File: config.mk
export PLATFORM = sky130hd
export DESIGN_NAME = retire_trace_buffer
export DESIGN_NICKNAME = d
export VERILOG_FILES = /design/src/rtl/retire_trace_buffer.sv
export SDC_FILE = /design/constraint.sdc
export NUM_CORES = 2
export LEC_CHECK = 0
export ABC_AREA = 1
export CORE_MARGIN = 2
export CORE_UTILIZATION = 45
export CTS_BUF_LIST = sky130_fd_sc_hd__clkbuf_8
export DETAILED_ROUTE_END_ITERATION = 16
export PLACE_DENSITY = 0.71
export SLEW_MARGIN = 25
export SYNTH_ARGS = -nofsm -noshare
export SYNTH_HDL_FRONTEND = slang
export SYNTH_SLANG_ARGS = --single-unit
File: constraint.sdc
create_clock -name clk_i -period 15.2 [get_ports clk_i]
set_clock_uncertainty 0.05 [all_clocks]
set_input_delay 3.04 -clock clk_i [delete_from_list [all_inputs] [get_ports clk_i]]
set_output_delay 3.04 -clock clk_i [all_outputs]
set_load 0.02 [all_outputs]
File: src/rtl/retire_trace_buffer.sv
// Retire trace buffer: timestamps each captured retire record and queues it
// in a circular FIFO for a slower consumer behind a valid/ready handshake.
module retire_trace_buffer #(
  parameter int XLEN   = 32,
  parameter int DEPTH  = 16,
  parameter int TS_W   = 32,
  parameter int DROP_W = 16
) (
  input  logic                     clk_i,
  input  logic                     rst_i,
  input  logic                     update_i,
  input  logic [XLEN-1:0]          pc_i,
  input  logic [31:0]              instr_i,
  input  logic [4:0]               reg_addr_i,
  input  logic [XLEN-1:0]          reg_data_i,
  input  logic [XLEN-1:0]          mem_addr_i,
  input  logic [XLEN-1:0]          mem_data_i,
  input  logic                     mem_wrt_i,
  input  logic                     enable_i,
  input  logic                     clear_i,
  output logic                     trace_valid_o,
  input  logic                     trace_ready_i,
  output logic [XLEN-1:0]          trace_pc_o,
  output logic [31:0]              trace_instr_o,
  output logic [XLEN-1:0]          trace_rd_data_o,
  output logic [XLEN-1:0]          trace_mem_addr_o,
  output logic [XLEN-1:0]          trace_mem_data_o,
  output logic [4:0]               trace_rd_o,
  output logic                     trace_mem_wrt_o,
  output logic [TS_W-1:0]          trace_ts_o,
  output logic [$clog2(DEPTH):0]   count_o,
  output logic                     overflow_o,
  output logic [DROP_W-1:0]        drop_cnt_o
);

  localparam int AW = $clog2(DEPTH);
  localparam int CW = AW + 1;
  localparam logic [CW-1:0] FULL_CNT = CW'(DEPTH);

  typedef struct packed {
    logic [XLEN-1:0] pc;
    logic [31:0]     instr;
    logic [4:0]      rd;
    logic [XLEN-1:0] rd_data;
    logic [XLEN-1:0] mem_addr;
    logic [XLEN-1:0] mem_data;
    logic            mem_wrt;
    logic [TS_W-1:0] ts;
  } rec_t;

  rec_t              mem_q [DEPTH];
  logic [AW-1:0]     wr_ptr_q, wr_ptr_d, rd_ptr_q, rd_ptr_d;
  logic [CW-1:0]     count_q, count_d;
  logic [TS_W-1:0]   ts_q, ts_d;
  logic              overflow_q, overflow_d;
  logic [DROP_W-1:0] drop_cnt_q, drop_cnt_d;
  logic              cap, valid, pop, push, drop;
  rec_t              rec_in, head;

  // Handshake decode, record assembly and next-state computation
  always_comb begin
    cap    = update_i & enable_i;
    valid  = (count_q != {CW{1'b0}});
    pop    = valid & trace_ready_i;
    push   = cap & ((count_q != FULL_CNT) | pop);
    drop   = cap & ~push;

    rec_in.pc       = pc_i;
    rec_in.instr    = instr_i;
    rec_in.rd       = reg_addr_i;
    rec_in.rd_data  = (reg_addr_i == 5'd0) ? {XLEN{1'b0}} : reg_data_i;
    rec_in.mem_addr = mem_addr_i;
    rec_in.mem_data = mem_data_i;
    rec_in.mem_wrt  = mem_wrt_i;
    rec_in.ts       = ts_q;

    ts_d       = ts_q + TS_W'(1);
    wr_ptr_d   = wr_ptr_q;
    rd_ptr_d   = rd_ptr_q;
    count_d    = count_q;
    overflow_d = overflow_q;
    drop_cnt_d = drop_cnt_q;

    // Clear outranks everything except the free-running timestamp
    if (clear_i) begin
      wr_ptr_d   = {AW{1'b0}};
      rd_ptr_d   = {AW{1'b0}};
      count_d    = {CW{1'b0}};
      overflow_d = 1'b0;
      drop_cnt_d = {DROP_W{1'b0}};
    end else begin
      if (push) wr_ptr_d = wr_ptr_q + AW'(1);
      else      wr_ptr_d = wr_ptr_q;
      if (pop)  rd_ptr_d = rd_ptr_q + AW'(1);
      else      rd_ptr_d = rd_ptr_q;
      case ({push, pop})
        2'b10:   count_d = count_q + CW'(1);
        2'b01:   count_d = count_q - CW'(1);
        default: count_d = count_q;
      endcase
      if (drop) begin
        overflow_d = 1'b1;
        if (drop_cnt_q != {DROP_W{1'b1}}) drop_cnt_d = drop_cnt_q + DROP_W'(1);
        else                              drop_cnt_d = drop_cnt_q;
      end else begin
        overflow_d = overflow_q;
      end
    end
  end

  // Control and status state registers
  always_ff @(posedge clk_i) begin
    if (rst_i) begin
      wr_ptr_q   <= {AW{1'b0}};
      rd_ptr_q   <= {AW{1'b0}};
      count_q    <= {CW{1'b0}};
      ts_q       <= {TS_W{1'b0}};
      overflow_q <= 1'b0;
      drop_cnt_q <= {DROP_W{1'b0}};
    end else begin
      wr_ptr_q   <= wr_ptr_d;
      rd_ptr_q   <= rd_ptr_d;
      count_q    <= count_d;
      ts_q       <= ts_d;
      overflow_q <= overflow_d;
      drop_cnt_q <= drop_cnt_d;
    end
  end

  // Record storage; contents are meaningless whenever the FIFO is empty
  always_ff @(posedge clk_i) begin
    if (push & ~clear_i & ~rst_i) begin
      mem_q[wr_ptr_q] <= rec_in;
    end
  end

  // Outputs are forced to zero when empty so reset and drained states read clean
  always_comb begin
    if (valid) head = mem_q[rd_ptr_q];
    else       head = '0;
  end

  assign trace_valid_o    = valid;
  assign trace_pc_o       = head.pc;
  assign trace_instr_o    = head.instr;
  assign trace_rd_o       = head.rd;
  assign trace_rd_data_o  = head.rd_data;
  assign trace_mem_addr_o = head.mem_addr;
  assign trace_mem_data_o = head.mem_data;
  assign trace_mem_wrt_o  = head.mem_wrt;
  assign trace_ts_o       = head.ts;
  assign count_o          = count_q;
  assign overflow_o       = overflow_q;
  assign drop_cnt_o       = drop_cnt_q;

endmodule

## After elaboration in Yosys (flattened, before gate mapping)

Memories as Yosys holds them, arrays and structs flattened. A register that Yosys moved wholly into a read port is not among the register bits.
Cells that the tools add are included.

| operators by class | value |
|---|---|
| add/subtract/negate cells | 6 |
| multiply operators | 0 |
| divide/modulo/power cells | 0 |
| $lt $le $gt $ge | 0 |
| equal/unequal tests | 4 |
| shifts and indexed selects | 0 |
| mux-type cells | 7 |
| bitwise operators | 10 |
| reductions and logical operators | 5 |

Operators by type and width:

| cell | count |
|---|---|
| two-way mux 198 bit | 1 |
| adder 32 x 1 -> 32 bit (second input constant) | 1 |
| two-way mux 32 bit | 1 |
| adder 16 x 1 -> 16 bit (second input constant) | 1 |
| != test 16 bit (second input constant) | 1 |
| case mux 5 bit (2 select lines) | 1 |
| adder 4 x 1 -> 4 bit (second input constant) | 2 |
| two-way mux 4 bit | 2 |
| bitwise AND 1 bit | 6 |
| adder 5 x 1 -> 5 bit (second input constant) | 1 |
| zero test 5 bit | 1 |
| != test 5 bit (second input constant) | 1 |
| nonzero test 5 bit | 1 |
| subtractor 5 x 1 -> 5 bit (second input constant) | 1 |
| inverter 1 bit | 3 |
| == test 2 x 1 -> 1 bit (second input constant) | 1 |
| == test 2 bit (second input constant) | 1 |
| two-way mux 1 bit | 2 |
| AND reduction 2 bit | 1 |
| nonzero test 2 bit | 1 |
| OR reduction 2 bit | 1 |
| bitwise OR 1 bit | 1 |

| storage, ports and cells | value |
|---|---|
| bits in registers | 62 |
| bits in latches | 0 |
| memory bits (writable) | 3,168 |
| ROM bits | 0 |
| bits of input ports | 172 |
| output and inout bits | 221 |
| memories | 1 |

Memory list:

| name | words | width | rd ports | clocked after Yosys merged registers in | wr ports | line | RTL |
|---|---|---|---|---|---|---|---|
| mem_q | 16 | 198 | 1 | 1 | 1 | 51 | `rec_t mem_q [DEPTH];` |

## Depth between registers and ports, before layout

| depth | value |
|---|---|
| depth after elaboration | 8 |
| gate-level depth with buffers | 13 |

## Worst setup path before layout

No wires, ideal clock.

| timing | value |
|---|---|
| path type | input-to-reg |
| start point | in rst_i |
| end point | mem mem_q[11][0] in the netlist's numbering (enable) |
| library setup time | 760 ps |
| data arrival time | 12,034 ps |
| required time | 14,390 ps |
| slack | 2,356 ps |
| cell stages on the path | 5 |
| path buffers | 2 |
| cell sequence | clkbuf_1 -> nor2_1 -> clkbuf_1 -> nand3_1 -> nor2_1 |

| between the ends | value |
|---|---|
| word-level cells in the longest chain between the ends | 4 |

RTL lines:

| element | line | RTL |
|---|---|---|
| start, declared | 10 | `input logic rst_i,` |
| inverter 1 bit | 132 | `if (push & ~clear_i & ~rst_i) begin` |
| bitwise AND 1 bit | 132 |  |
| two-way mux 1 bit | 132 |  |
| two-way mux 1 bit (implied by the code) | 133 | `mem_q[wr_ptr_q] <= rec_in;` |
| end, declared | 51 |  |

Every way passes these cells.

==> run metrics <==
status complete, no violations; crit start category register; Max VDD drop 91.5 µV; Crit Path Max Fanout approximately 210; H-tree depth 6; first-pass detailed-route iteration total 8; post-synthesis cell type count 30; Starting Density 0.453; Num CTS Buffers 529; R2R setup slack 10.65 ns; Slew HR 0.229; row count a little under 200; drt drc 0; final setup fails 0; CTS resizes 0; worst skew pair latency around 1.1 ns; Die X between 500 and 600 µm; Root Driver clkbuf_8; Worst-Margin Slew 1.16 ns; sequential share of the synthesized area 0.747; Synth area leader edfxtp_1; placed cell count between 10000 and 15000; yosys warns 0; max-capacitance violation count 0; clock-pin slew on the worst setup and hold paths roughly 0.05 ns; Clock Path Buffers 4; core footprint approximately 290000 µm²; largest net degree at the start of global routing between 200 and 300; hold depth 2; Worst EP arrival approximately 7.5 ns; worst hold-check path type register to register; area of the die just under 300000 µm²; Highest Clock Rate ~95 MHz; layout cells sized above 1 0.0706; fin nets 11074; Vias/cell 5.73; Die Y about 540 µm; Final period util 0.696; hold bufs inserted after CTS 0; drt initial violations between 10000 and 15000; dpl cell area about 140000 µm²; Post-CTS Setup Bufs 0; I/O pin count 393; total grt overflow 0; Hold Startpoint rd_ptr_q[2]; ranking of synthesized cells by area edfxtp_1 74%, nor2_1 7.7%, o21ai_0 4.4%; final cell count without fillers 15065; leak pwr 48.6 nW; final instance area 146000 µm²; initial antenna violation count 50; crit end category primary output; fin util 0.511; total wire length 347000 µm; FF-to-FF Start count_o[0]; Placer Congestion 0.825; CTS tree built; setup TNS 0 ns; Crit Path Category register to primary output; RSZ-0062 raised after global routing no; clk sink count approximately 3200; worst r2r path cells 8; area growth from synthesis to final layout 12.9%; final hold violations 0; WL/cell between 20 and 25 µm; number of port buffers about 390; vias about 86000; first-pass GRT wire length ~520000 µm; min cycle time layout between 10 and 15 ns; flops & latches, synth between 3000 and 4000; cell area after synthesis about 130000 µm²; detailed placement HPWL between 150000 and 200000 µm; vias in the first global route between 80000 and 90000; Pwr Density 118 nW/µm²; reg-to-reg endpoint mem_q[10][93]; Pins Over Slew Limit 0; Synth Net Count ~11000; Final ANT Viol Nets 0; Power, Total 17.3 mW; overall routing resource usage 0.231; top cell type's share of synthesized area 0.737; synthesized area per cell ~12 µm²; Mapped Cells around 11000; CP required between 10 and 15 ns
-- cells in the mapped netlist --
| cell type | n |
|---|---|
| a21boi_0 | 1 |
| a21oi_1 | 307 |
| and2_1 | 1 |
| buf_1 | 76 |
| buf_2 | 169 |
| buf_4 | 82 |
| buf_6 | 10 |
| clkbuf_1 | 350 |
| clkbuf_2 | 2 |
| clkinv_1 | 1 |
| dfxtp_1 | 66 |
| edfxtp_1 | 3168 |
| fa_1 | 1 |
| ha_1 | 10 |
| inv_1 | 148 |
| inv_2 | 4 |
| nand2_1 | 791 |
| nand2_2 | 1 |
| nand3_1 | 897 |
| nand3b_1 | 8 |
| nand4_1 | 5 |
| nor2_1 | 2657 |
| nor2_2 | 2 |
| nor3_1 | 12 |
| o211ai_1 | 276 |
| o21a_1 | 1 |
| o21ai_0 | 1132 |
| o21ai_1 | 325 |
| xnor2_1 | 5 |
| xor2_1 | 17 |
-- sequential cells by signal, summed over array words and instances, names as in the netlist, named ones only --
register / cells
mem_q: 3168
ts_q: 32
count_o: 5
drop_cnt_o: 16
overflow_o: 1
wr_ptr_q: 4
rd_ptr_q: 4
-- metrics by stage --
stage / setup WS [ns] / hold slack, ns
floorplan: 2.36 / 0.397
global placement: 5.79 / 0.403
detailed placement: 5.72 / 0.421
CTS: 4.45 / 0.429
global route: 4.19 / 0.456
finish: 4.63 / 0.440
-- cell usage in the layout, fill, tap and decap left out, types with 2 or more instances in the layout --
master	n
buf_12	27
nor3_1	12
clkbuf_8	542
clkinv_8	9
inv_12	4
clkinv_2	39
inv_8	17
ha_1	10
clkinvlp_4	13
xor2_1	17
inv_6	9
dfxtp_4	4
buf_16	5
buf_4	93
clkdlybuf4s50_1	392
bufinv_16	9
nand4_1	5
dfxtp_1	62
nand3b_1	8
buf_6	7
edfxtp_1	3168
o21ai_0	1132
inv_1	330
nand2_1	791
diode_2	18
nor2_4	16
nor2_1	2641
clkinv_1	106
nand3_1	897
xnor2_1	5
nor2_2	2
o21ai_1	325
o211ai_1	276
a21oi_1	307
-- how the worst max path moves through the flow --
stage | slack, ns | endpoint | cells after the start | startpoint
3_5_place_dp | 5.72 | trace_mem_addr_o[16] | 11 | register
6_report | 4.63 | trace_instr_o[5] | 9 | register
2_1_floorplan | 2.36 | mem_q[11][0] | 5 | rst_i
3_3_place_gp | 5.79 | trace_mem_addr_o[16] | 11 | register
4_1_cts | 4.45 | trace_mem_addr_o[16] | 11 | register
5_1_grt | 4.19 | trace_instr_o[8] | 11 | register
-- worst max-delay path: stages, from the launching register on --
cell	delay [ns]
dfxtp_4	0.84
buf_12	0.72
buf_4	0.94
buf_4	0.85
buf_4	0.91
o21ai_0	0.26
o211ai_1	0.23
nand3_1	0.09
a21oi_1	0.37
clkdlybuf4s50_1	0.69
-- where the power goes --
group / leakage, nW / switching [mW] / internal [mW]
Combinational: 14.0 / 0.364 / 0.152
Sequential: 29.1 / 0.00911 / 9.78
Clock: 5.52 / 3.45 / 3.49
Total: 48.6 / 3.82 / 13.4
-- layer usage --
| metal | wire [µm] | track usage | vias to the layer above | share of wire |
|---|---|---|---|---|
| met4 | 9320 | 0.0730 | 46 | 0.027 |
| met3 | 34400 | 0.0462 | 725 | 0.099 |
| met1 | 140000 | 0.316 | 42640 | 0.40 |
| li1 | - | - | 38424 | - |
| met2 | 163000 | 0.372 | 4536 | 0.47 |
| met5 | 293 | 0 | - | 0.00084 |
-- kinds of logic (layout without fill, tap and decap cells) --
logic type      count (synthesis)  in the layout  synth area share
buf+inv                       842           1602            0.0291
other cells                     0             18                 0
compound gates               2042           2042            0.0846
fa+ha+maj                      11             11           0.00112
simple gates                 4374           4374             0.136
flops                        3234           3234             0.747
xor+xnor                       22             22           0.00149
-- final cells by class --
class                   instances  area [µm²]
repair buffers                524        5380
clock buffers                 542        7460
well taps                    3762        4710
clock inverters               383        2070
diodes                         18        45.0
flip-flops and latches       3234       96500
multi-input cells            6449       29000
inverters                     153         612
fillers                     23652      139000
Power figures use the tool's default switching activity.
